File: src/rtl/hangman_round_ctrl.sv
// Hangman round controller: lives/revealed tracking, per-guess timeout and timer handshake,
// plus registered BCD time digits. Optional low-time warning under LOW_TIME_WARN_EN.
module hangman_round_ctrl #(
  parameter int unsigned MAX_LIVES = 6,
  parameter int unsigned WORD_LEN  = 4
`ifdef LOW_TIME_WARN_EN
  ,
  parameter int unsigned WARN_THRESH = 3
`endif
) (
  input  logic       CLOCK_50,
  input  logic       reset,
  input  logic       start,
  input  logic       guess_valid,
  input  logic       guess_hit,
  input  logic [5:0] counter_val,
  output logic       timer_load,
  output logic       timer_enable,
  output logic [2:0] lives,
  output logic [2:0] revealed,
  output logic [2:0] state,
  output logic       game_won,
  output logic       game_lost,
  output logic [3:0] time_tens,
  output logic [3:0] time_ones,
  output logic       warn
);

  typedef enum logic [2:0] {
    S_IDLE = 3'd0,
    S_ARM  = 3'd1,
    S_PLAY = 3'd2,
    S_WON  = 3'd3,
    S_LOST = 3'd4
  } state_t;

  state_t     state_q;
  logic [5:0] prev_cv;
  logic       load_d1;
  logic       timeout;

  assign state = state_q;

  // A 1->0 edge on the countdown is only trusted once the timer has had a cycle to reload.
  assign timeout = (state_q == S_PLAY) && (counter_val == 6'd0) && (prev_cv != 6'd0)
                   && !timer_load && !load_d1;

  // NOTE: all state here updates with non-blocking assignments so every register
  // samples the pre-edge values; blocking would make the outcome order-dependent.
  always_ff @(posedge CLOCK_50 or posedge reset) begin
    if (reset) begin
      state_q      <= S_IDLE;
      lives        <= 3'd0;
      revealed     <= 3'd0;
      timer_load   <= 1'b0;
      timer_enable <= 1'b0;
      game_won     <= 1'b0;
      game_lost    <= 1'b0;
      prev_cv      <= 6'd0;
      load_d1      <= 1'b0;
    end else begin
      prev_cv    <= counter_val;
      load_d1    <= timer_load;
      timer_load <= 1'b0;
      case (state_q)
        S_IDLE, S_WON, S_LOST: begin
          if (start) begin
            state_q    <= S_ARM;
            timer_load <= 1'b1;
            game_won   <= 1'b0;
            game_lost  <= 1'b0;
          end
        end
        S_ARM: begin
          lives        <= 3'(MAX_LIVES);
          revealed     <= 3'd0;
          state_q      <= S_PLAY;
          timer_enable <= 1'b1;
        end
        S_PLAY: begin
          if (guess_valid && guess_hit) begin
            revealed   <= revealed + 3'd1;
            timer_load <= 1'b1;
            if (revealed == 3'(WORD_LEN - 1)) begin
              state_q      <= S_WON;
              timer_enable <= 1'b0;
              game_won     <= 1'b1;
            end
          end else if (guess_valid || timeout) begin
            timer_load <= 1'b1;
            if (lives <= 3'd1) begin
              lives        <= 3'd0;
              state_q      <= S_LOST;
              timer_enable <= 1'b0;
              game_lost    <= 1'b1;
            end else begin
              lives <= lives - 3'd1;
            end
          end
        end
        default: begin
          state_q      <= S_IDLE;
          timer_enable <= 1'b0;
        end
      endcase
    end
  end

  // Display digits follow the timer regardless of round state.
  always_ff @(posedge CLOCK_50 or posedge reset) begin
    if (reset) begin
      time_tens <= 4'd0;
      time_ones <= 4'd0;
    end else begin
      time_tens <= 4'(counter_val / 6'd10);
      time_ones <= 4'(counter_val % 6'd10);
    end
  end

`ifdef LOW_TIME_WARN_EN
  always_ff @(posedge CLOCK_50 or posedge reset) begin
    if (reset) warn <= 1'b0;
    else       warn <= (state_q == S_PLAY) && (counter_val <= 6'(WARN_THRESH));
  end
`else
  assign warn = 1'b0;
`endif

endmodule
File: config.mk
export PLATFORM = sky130hd
export DESIGN_NAME = hangman_round_ctrl
export DESIGN_NICKNAME = d
export VERILOG_FILES = /design/src/rtl/hangman_round_ctrl.sv
export SDC_FILE = /design/constraint.sdc
export NUM_CORES = 1
export LEC_CHECK = 0
export ABC_AREA = 1
export CORE_MARGIN = 4
export CORE_UTILIZATION = 53
export CTS_CLUSTER_SIZE = 14
export DETAILED_ROUTE_END_ITERATION = 16
export GPL_TIMING_DRIVEN = 1
export PLACE_DENSITY = 0.83
export SLEW_MARGIN = 10
export SYNTH_ARGS = -nofsm -noshare
export SYNTH_HDL_FRONTEND = slang
export SYNTH_SLANG_ARGS = --single-unit
File: constraint.sdc
create_clock -name CLOCK_50 -period 2.05 [get_ports CLOCK_50]
set_input_delay 0.3075 -clock CLOCK_50 [delete_from_list [all_inputs] [get_ports CLOCK_50]]
set_output_delay 0.3075 -clock CLOCK_50 [all_outputs]
set_load 0.05 [all_outputs]
==> results.sh, run 1 <==
export IMPL_die_h_um=59.5
export IMPL_area_growth_pct=25.0
export IMPL_crit_path_top_delay_cell="clkdlybuf4s50_1"
export IMPL_synth_cells=169
export IMPL_cts_htree_levels=1
export IMPL_fin_crit_ns=1.93
export IMPL_cp_start_kind="flop"
export IMPL_yosys_warnings=0
export IMPL_finClkSkew_ns=0.00173
export IMPL_synth_seq_cells=26
export IMPL_syn_area_per_cell_um2=8.31
export IMPL_grt_pass1_vias=1095
export IMPL_placementRows=18
export IMPL_stdcell_area_mm2=0.00176
export IMPL_status="finished, final reports clean"
export IMPL_powerDensity_mw_per_mm2=1340
export IMPL_wl_um=2810
export IMPL_ff2ff_path_depth=9
export IMPL_critPathMaxStageDelay_ns=0.84
export IMPL_track_usage_pct=17.4
export IMPL_synth_distinct_cells=27
export IMPL_dieArea_mm2=0.00354
export IMPL_nNetsFinal=219
export IMPL_crit_cells=1
export IMPL_clock_sinks=26
export IMPL_dr_pass1_iters=4
export IMPL_fin_crit_sh_pct=94.1
export IMPL_hold_buffers=0
export IMPL_crit_type="reg -> out"
export IMPL_worst_pin_slew_ns=0.512
export IMPL_postCtsSetupBuffers=0
export IMPL_cts_root_buf="clkbuf_4"
export IMPL_clk_latency_ns=0.31
export IMPL_hold_class="in -> async"
export IMPL_antenna_found_initial=0
export IMPL_first_iter_violations=36
export IMPL_clockBufferDepth=2
export IMPL_layout_setup_ws_ns=0.120
export IMPL_cts_tree="built"
export IMPL_max_slew_margin_pct=65.8
export IMPL_grt_pass1_wl_um=4710
export IMPL_leakage_nw=0.899
export IMPL_synth_edf_count=0
export IMPL_portBuffers=30
export IMPL_utilization_pct=70.2
export IMPL_final_antenna_net_count=0
export IMPL_cp_max_fo=6
export IMPL_cp_end_kind="output port"
export IMPL_clk_transition_reported_paths_ns=0.13
export IMPL_fillCellCount=209
export IMPL_drive_gt1_share_pct=11.4
export IMPL_synthArstFlopShare_pct=100
export IMPL_setup_viol=0
export IMPL_overflow=0
export IMPL_cts_buffers=3
export IMPL_start_util_pct=56.2
export IMPL_path_buf_inv=1
export IMPL_tns_ns=0
export IMPL_num_io_pins=33
export IMPL_final_hold_viol_count=0
export IMPL_crit_chain="clkdlybuf4s50_1"
export IMPL_drcViolationCount=0
export IMPL_grt_max_degree=27
export IMPL_place_area_mm2=0.00173
export IMPL_rsz0062_at_grt="false"
export IMPL_coreArea_mm2=0.00250
export IMPL_critPathTopFamily="buffers and inverters"
export IMPL_via_per_inst=5.26
export IMPL_vias=1215
export IMPL_place_ws_ns=0.0228
export IMPL_cp_arrival_ns=1.62
export IMPL_synth_flop_cell="dfrtp_1"
export IMPL_drv_cap=0
export IMPL_post_drt_wl_per_cell_um=12.1
export IMPL_max_freq_ghz=0.518
export IMPL_synth_seq_area_share_pct=46.3
export IMPL_synth_area_mm2=0.00140
export IMPL_n_antenna_cell=0
export IMPL_final_max_slew_viol_count=0
export IMPL_vdd_ir_drop_max_mv=0.982
export IMPL_required_ns=1.74
export IMPL_place_congestion=0.745
export IMPL_die_x_um=59.5
export IMPL_hpwl_um=2240
==> final timing paths <==
kind	startpoint	endpoint	slack, ns
setup reg to reg	lives[1]$_DFFE_PP0P_	state[0]$_DFFE_PP0P_	0.58
max in group asynchronous	reset	revealed[1]$_DFFE_PP0P_	1.47
hold reg to reg	timer_load$_DFF_PP0_	load_d1$_DFF_PP0_	0.44
setup / recovery	lives[0]$_DFFE_PP0P_	lives[0]	0.12
hold / removal	reset	time_ones[2]$_DFF_PP0_	0.34
min in group CLOCK_50	timer_load$_DFF_PP0_	load_d1$_DFF_PP0_	0.44
==> power by group <==
part | internal [mW] | total [mW] | switching, mW
clock | 0.0688 | 0.207 | 0.139
sequential | 0.651 | 0.759 | 0.109
combinational | 0.457 | 1.38 | 0.927
==> timing repair <==
| action | CTS | global route |
|---|---|---|
| endpoints found under the setup margin | 0 | 1 |
| endpoints found under the hold margin | 0 | 0 |
| resized for setup | 0 | 1 |
==> cell usage in the layout (no fill, tap or decap), drive strengths merged <==
master and instances:
clkbuf 3, clkdlybuf4s50 29, o21ai 10, nand2 49, a21oi 2, ha 5, inv 20, nor2 21
nor3 1, nand3b 1, clkinv 1, conb 2, nand3 19, xnor2 1, dfrtp 26, buf 1
o21bai 1, nand4 5, or2 1, dlymetal6s2s 1, a21o 1, o2111ai 1
==> cell families (layout without fill, tap and decap cells) <==
family	Yosys count	in the layout	share of synthesized area, %
compound gates	15	15	6.77
fa+ha+maj	5	5	4.46
other cells	1	2	0.267
xor+xnor	1	1	0.624
flops	26	26	46.3
buf+inv	24	55	7.58
simple gates	97	97	34.0
==> flip-flops by register name, indices dropped and copies added, names as in the netlist <==
| register | flops |
|---|---|
| prev_cv | 5 |
| time_ones | 4 |
| lives | 3 |
| revealed | 3 |
| state | 3 |
| time_tens | 3 |
| game_lost | 1 |
| game_won | 1 |
| load_d1 | 1 |
| timer_enable | 1 |
| timer_load | 1 |
==> synth_stat cells (3+ instances only) <==
library cell	count	area share, %
nand3_1	14	5.0
inv_2	3	0.80
o21ai_1	3	1.1
dfrtp_1	26	46
ha_1	5	4.5
nor2_1	19	5.1
nand3_2	3	2.1
inv_1	17	4.5
buf_4	3	1.6
nand2_1	45	12
nand4_1	5	2.2
o21ai_0	5	1.8
==> tightest hold or removal path, stage by stage <==
cell and delay [ns]:
clkdlybuf4s50_1 0.40, inv_1 0.05, buf_4 0.30
==> cell type report <==
cell class	count	area, um2	share of cell area, %
Timing Repair Buffer	31	310	17.7
Multi-Input combinational cell	120	651	37.1
Inverter	21	83.8	4.78
Tap cell	30	37.5	2.14
Clock buffer	3	22.5	1.28
Sequential cell	26	651	37.1
==> per-layer routing <==
layer  GRT usage [%]  up-vias  routed length (um)
met3            2.18        5                 140
met4            5.83        0                  44
li1                -      601                   -
met2            30.4       29                1460
met1            22.0      580                1170
met5               0        -                   0
==> metrics by stage <==
stage          power (mW)  hold slack, ns  std cells
2_1_floorplan        1.76           0.339        170
3_3_place_gp         2.12           0.401        228
3_5_place_dp         2.16           0.419        228
4_1_cts              2.37           0.338        231
5_1_grt              2.52           0.369        231
6_report             2.35           0.335        231
Note: power is estimated with default switching activity, not from simulation.
==> inputs of run 2 (changes only) <==
- CORE_UTILIZATION: 53 -> 44
- PLACE_DENSITY: 0.83 -> 0.71
- REMOVE_ABC_BUFFERS: not set -> 1
==> run 2 against run 1 <==
Net effect: final cell count up 6.1%; hold slack worse by 0.011 ns; largest cell class unchanged; largest power group unchanged; utilization fell by 12 points.
==> results.sh, run 2 (synthesized netlist as in run 1, its figures left out) <==
export IMPL_status="finished, final reports clean"
export IMPL_cts_buffers=3
export IMPL_layout_common_cells="45 x nand2_1, 30 x clkdlybuf4s50_1, 26 x dfrtp_1"
export IMPL_holdWs_ns=0.324
export IMPL_cp_max_fo=7
export IMPL_finClkSkew_ns=0.00946
export IMPL_die_x_um=64.5
export IMPL_final_common_cell="nand2_1"
export IMPL_cp_end_kind="output port"
export IMPL_wl_um=2750
export IMPL_setup_viol=0
export IMPL_area_growth_pct=26.1
export IMPL_drcViolationCount=0
export IMPL_cts_htree_levels=1
export IMPL_dieArea_mm2=0.00416
export IMPL_die_h_um=64.5
export IMPL_cp_start_kind="flop"
export IMPL_crit_type="reg -> out"
export IMPL_drv_cap=0
export IMPL_powerDensity_mw_per_mm2=1330
export IMPL_num_io_pins=33
export IMPL_clk_transition_reported_paths_ns=0.13
export IMPL_track_usage_pct=14.7
export IMPL_fin_crit_ns=1.96
export IMPL_grt_pass1_vias=1140
export IMPL_place_congestion=0.881
export IMPL_dr_pass1_iters=4
export IMPL_hpwl_um=2200
export IMPL_antenna_found_initial=0
export IMPL_rsz0062_at_grt="false"
export IMPL_worst_pin_slew_ns=0.506
export IMPL_max_slew_margin_pct=66.1
export IMPL_hold_buffers=0
export IMPL_overflow=0
export IMPL_placementRows=20
export IMPL_final_max_slew_viol_count=0
export IMPL_coreArea_mm2=0.00305
export IMPL_final_antenna_net_count=0
export IMPL_max_freq_ghz=0.510
export IMPL_critPathMaxStageDelay_ns=0.85
export IMPL_grt_max_degree=27
export IMPL_portBuffers=30
export IMPL_start_util_pct=46.0
export IMPL_drive_gt1_share_pct=11.4
export IMPL_vias=1161
export IMPL_fillCellCount=300
export IMPL_largest_reg_flops=5
export IMPL_cts_resized=0
export IMPL_cts_root_buf="clkbuf_4"
export IMPL_n_antenna_cell=0
export IMPL_via_per_inst=4.74
export IMPL_leakage_nw=0.886
export IMPL_crit_path_top_delay_cell="clkdlybuf4s50_1"
export IMPL_path_buf_inv=1
export IMPL_hold_class="in -> async"
export IMPL_cts_tree="built"
export IMPL_clk_latency_ns=0.31
export IMPL_fin_crit_sh_pct=95.7
export IMPL_reg_top3="prev_cv: 5 flops, time_ones: 4 flops"
export IMPL_clockBufferDepth=2
export IMPL_post_drt_wl_per_cell_um=11.2
export IMPL_top_register="prev_cv"
export IMPL_vdd_ir_drop_max_mv=0.445
export IMPL_postCtsSetupBuffers=0
export IMPL_nNetsFinal=219
export IMPL_tns_ns=0
export IMPL_crit_chain="clkdlybuf4s50_1"
export IMPL_clock_sinks=26
export IMPL_final_hold_viol_count=0
export IMPL_critPathTopFamily="buffers and inverters"
export IMPL_required_ns=1.74
export IMPL_grt_pass1_wl_um=4930
export IMPL_first_iter_violations=58
export IMPL_cp_arrival_ns=1.65
## run 2: worst min-delay path, delay by kind of cell
kind | cells | cell delay (ns)
buffers and inverters | 3 | 0.74
## run 2: layout make-up
class	instances	area (um2)	area share [%]
tap	44	55.1	3.11
sequential	26	651	36.7
clock buffer	3	22.5	1.27
inverter	21	83.8	4.73
multi-input combinational	120	651	36.7
timing repair buffer	31	308	17.4
## run 2: final timing paths
path	start	endpoint	slack, ns	depth (start not counted)
min in group CLOCK_50	timer_load$_DFF_PP0_	load_d1$_DFF_PP0_	0.42	0
min reg2reg	timer_load$_DFF_PP0_	load_d1$_DFF_PP0_	0.42	0
max reg2reg	lives[1]$_DFFE_PP0P_	state[0]$_DFFE_PP0P_	0.59	9
max in group asynchronous	reset	prev_cv[3]$_DFF_PP0_	1.48	3
max	state[1]$_DFFE_PP0P_	state[1]	0.09	1
min	reset	timer_enable$_DFFE_PP0P_	0.32	3
## run 2: stage by stage
stage	instances	cell area, um2	power (mW)	utilization [%]	setup slack [ns]
5_1_grt	245	1770	2.55	58.0	0.00393
6_report	245	1770	2.35	58.0	0.0875
3_5_place_dp	242	1750	2.16	57.3	0.0359
3_3_place_gp	242	1750	2.14	57.3	0.128
2_1_floorplan	167	1390	1.75	-	0.431
4_1_cts	245	1770	2.38	58.0	0.0670
## run 2: power breakdown
part	switching (mW)	total (mW)	internal, mW
registers	0.105	0.756	0.650
logic	0.932	1.39	0.458
clock network	0.137	0.206	0.0686
## run 2: layer usage
metal,vias up,track usage [%],wire (um)
met3,5,2.08,101
met1,522,18.1,1180
li1,605,-,-
met5,-,0,0
met4,0,5.01,42
met2,29,26.3,1430
==> inputs of run 3 (changes only) <==
- GPL_TIMING_DRIVEN: 1 -> 0
==> run 3 against run 2 <==
Net effect: cell area is 0.28% lower; combinational power barely moved; global-route usage is 0.24 points higher; sequential share of layout area up 0.10 points; final cell count fell by 0.41%; routed wire length rose by 2.8%; critical endpoint is now lives[0].
==> results.sh, run 3 (synthesized netlist as in run 1, its figures left out) <==
export IMPL_routedLengthMet1_um=1120
export IMPL_clkPwrFrac_pct=8.8
export IMPL_cp_end_kind="output port"
export IMPL_powerDensity_mw_per_mm2=1340
export IMPL_cp_max_fo=6
export IMPL_hp_start="timer_load$_DFF_PP0_"
export IMPL_cp_arrival_ns=1.60
export IMPL_ff2ff_path_depth=9
export IMPL_wl_met3_um=140
export IMPL_clockBufferDepth=2
export IMPL_cts_htree_levels=1
export IMPL_cts_tree="built"
export IMPL_clk_latency_ns=0.31
export IMPL_r2r_end="state[0]$_DFFE_PP0P_"
export IMPL_place_area_mm2=0.00174
export IMPL_dr_pass1_iters=5
export IMPL_final_max_slew_viol_count=0
export IMPL_path_buf_inv=1
export IMPL_hpwl_um=2270
export IMPL_num_io_pins=33
export IMPL_grt_pass1_wl_um=4990
export IMPL_final_hold_viol_count=0
export IMPL_area_growth_pct=25.8
export IMPL_finClkSkew_ns=0.00694
export IMPL_coreArea_mm2=0.00305
export IMPL_stdcell_area_mm2=0.00177
export IMPL_reg_top3="prev_cv: 5 flops, time_ones: 4 flops"
export IMPL_rsz0062_at_grt="false"
export IMPL_nNetsFinal=218
export IMPL_fin_crit_sh_pct=92.8
export IMPL_required_ns=1.74
export IMPL_vdd_ir_drop_max_mv=0.492
export IMPL_vias=1201
export IMPL_crit_cells=1
export IMPL_postCtsSetupBuffers=0
export IMPL_portBuffers=30
export IMPL_tns_ns=0
export IMPL_antenna_found_initial=0
export IMPL_fin_crit_ns=1.90
export IMPL_overflow=0
export IMPL_grt_max_degree=27
export IMPL_top_layer="met4"
export IMPL_cts_root_buf="clkbuf_4"
export IMPL_critPathMaxStageDelay_ns=0.83
export IMPL_cts_buffers=3
export IMPL_crit_end="lives[0]"
export IMPL_status="finished, final reports clean"
export IMPL_power_net_switching_mw=1.18
export IMPL_first_iter_violations=56
export IMPL_top_register="prev_cv"
export IMPL_worst_pin_slew_ns=0.942
export IMPL_reg2reg_slack_ns=0.60
export IMPL_clk_transition_reported_paths_ns=0.13
export IMPL_wl_met2_um=1520
export IMPL_layout_setup_ws_ns=0.147
export IMPL_crit_start="lives[0]$_DFFE_PP0P_"
export IMPL_setup_viol=0
export IMPL_power_total_mw=2.36
export IMPL_crit_chain="clkdlybuf4s50_1"
export IMPL_max_slew_margin_pct=37.1
export IMPL_final_common_cell="nand2_1"
export IMPL_start_util_pct=46.0
export IMPL_layout_common_cells="45 x nand2_1, 29 x clkdlybuf4s50_1, 26 x dfrtp_1"
export IMPL_power_frac_comb_pct=59.3
export IMPL_crit_path_top_delay_cell="clkdlybuf4s50_1"
export IMPL_p_int_mw=1.18
export IMPL_wl_um=2830
export IMPL_placementRows=20
export IMPL_place_ws_ns=-0.00443
export IMPL_critPathTopFamily="buffers and inverters"
export IMPL_hold_class="reg -> reg"
export IMPL_pwr_share_seq_pct=32.0
export IMPL_cp_start_kind="flop"
export IMPL_leakage_nw=0.894
export IMPL_drv_cap=0
export IMPL_largest_reg_flops=5
export IMPL_r2r_start="lives[1]$_DFFE_PP0P_"
export IMPL_final_antenna_net_count=0
export IMPL_post_drt_wl_per_cell_um=11.6
export IMPL_n_antenna_cell=0
export IMPL_die_x_um=64.5
export IMPL_via_per_inst=4.92
export IMPL_place_congestion=0.867
export IMPL_track_usage_pct=15.0
export IMPL_grt_pass1_vias=1199
export IMPL_max_freq_ghz=0.526
export IMPL_die_h_um=64.5
export IMPL_crit_type="reg -> out"
export IMPL_clock_sinks=26
export IMPL_drive_gt1_share_pct=11.0
export IMPL_drcViolationCount=0
export IMPL_dieArea_mm2=0.00416
export IMPL_switching_share_pct=50.1
## run 3: changes by cell type in the layout (fill, tap and decap cells not counted), sizes merged
| cell | delta |
|---|---|
| buf | -1 |
| clkdlybuf4s50 | -1 |
| dlymetal6s2s | +1 |
## run 3: how the worst min path moves through the flow
stage                     cells after the start                     end  slack, ns
after floorplan                               0    prev_cv[1]$_DFF_PP0_       0.34
after detailed placement                      0       load_d1$_DFF_PP0_       0.42
after global placement                        0       load_d1$_DFF_PP0_       0.40
after CTS                                     0       load_d1$_DFF_PP0_       0.44
after global routing                          1  time_ones[0]$_DFF_PP0_       0.47
final                                         0       load_d1$_DFF_PP0_       0.43
## run 3: power by group through the flow
stage          Clock [mW]  Sequential, mW  Combinational [mW]
6_report            0.207           0.754                1.40
5_1_grt             0.234           0.783                1.52
4_1_cts             0.216           0.758                1.40
3_5_place_dp            0           0.770                1.40
3_3_place_gp            0           0.764                1.37
2_1_floorplan           0            1.17               0.582
## run 3: layer usage
layer	up-vias	global-route usage (%)
met1	545	16.7
met4	0	5.80
met2	47	28.5
li1	604	-
met5	-	0
met3	5	1.91
## run 3: area by class of cell
type	instances	area, um2
clock buffers	3	22.5
fillers	313	1290
inverters	21	83.8
multi-input cells	120	651
flip-flops and latches	26	651
well taps	44	55.1
repair buffers	30	303
## run 3: worst reg2reg max path, cell delays in order, from the launching register on
cell and delay, ns:
dfrtp_1 0.43, inv_1 0.09, ha_1 0.14, nor2_1 0.04
nor2_1 0.20, nor2_1 0.09, nand2_1 0.12, nand3_2 0.11
nand2_1 0.07, nand2_1 0.04
## run 3: repair_timing
action                                 4_1_cts  5_1_grt
gates resized for setup                      0        1
setup endpoints to repair                    0        1
endpoints found under the hold margin        0        0
hold buffers                                 0        0
## run 3: metrics by stage
stage	instances	util (%)	hold slack, ns
2_1_floorplan	167	-	0.339
3_3_place_gp	241	57.0	0.403
3_5_place_dp	241	57.0	0.418
4_1_cts	244	57.7	0.439
5_1_grt	244	57.8	0.470
6_report	244	57.8	0.431
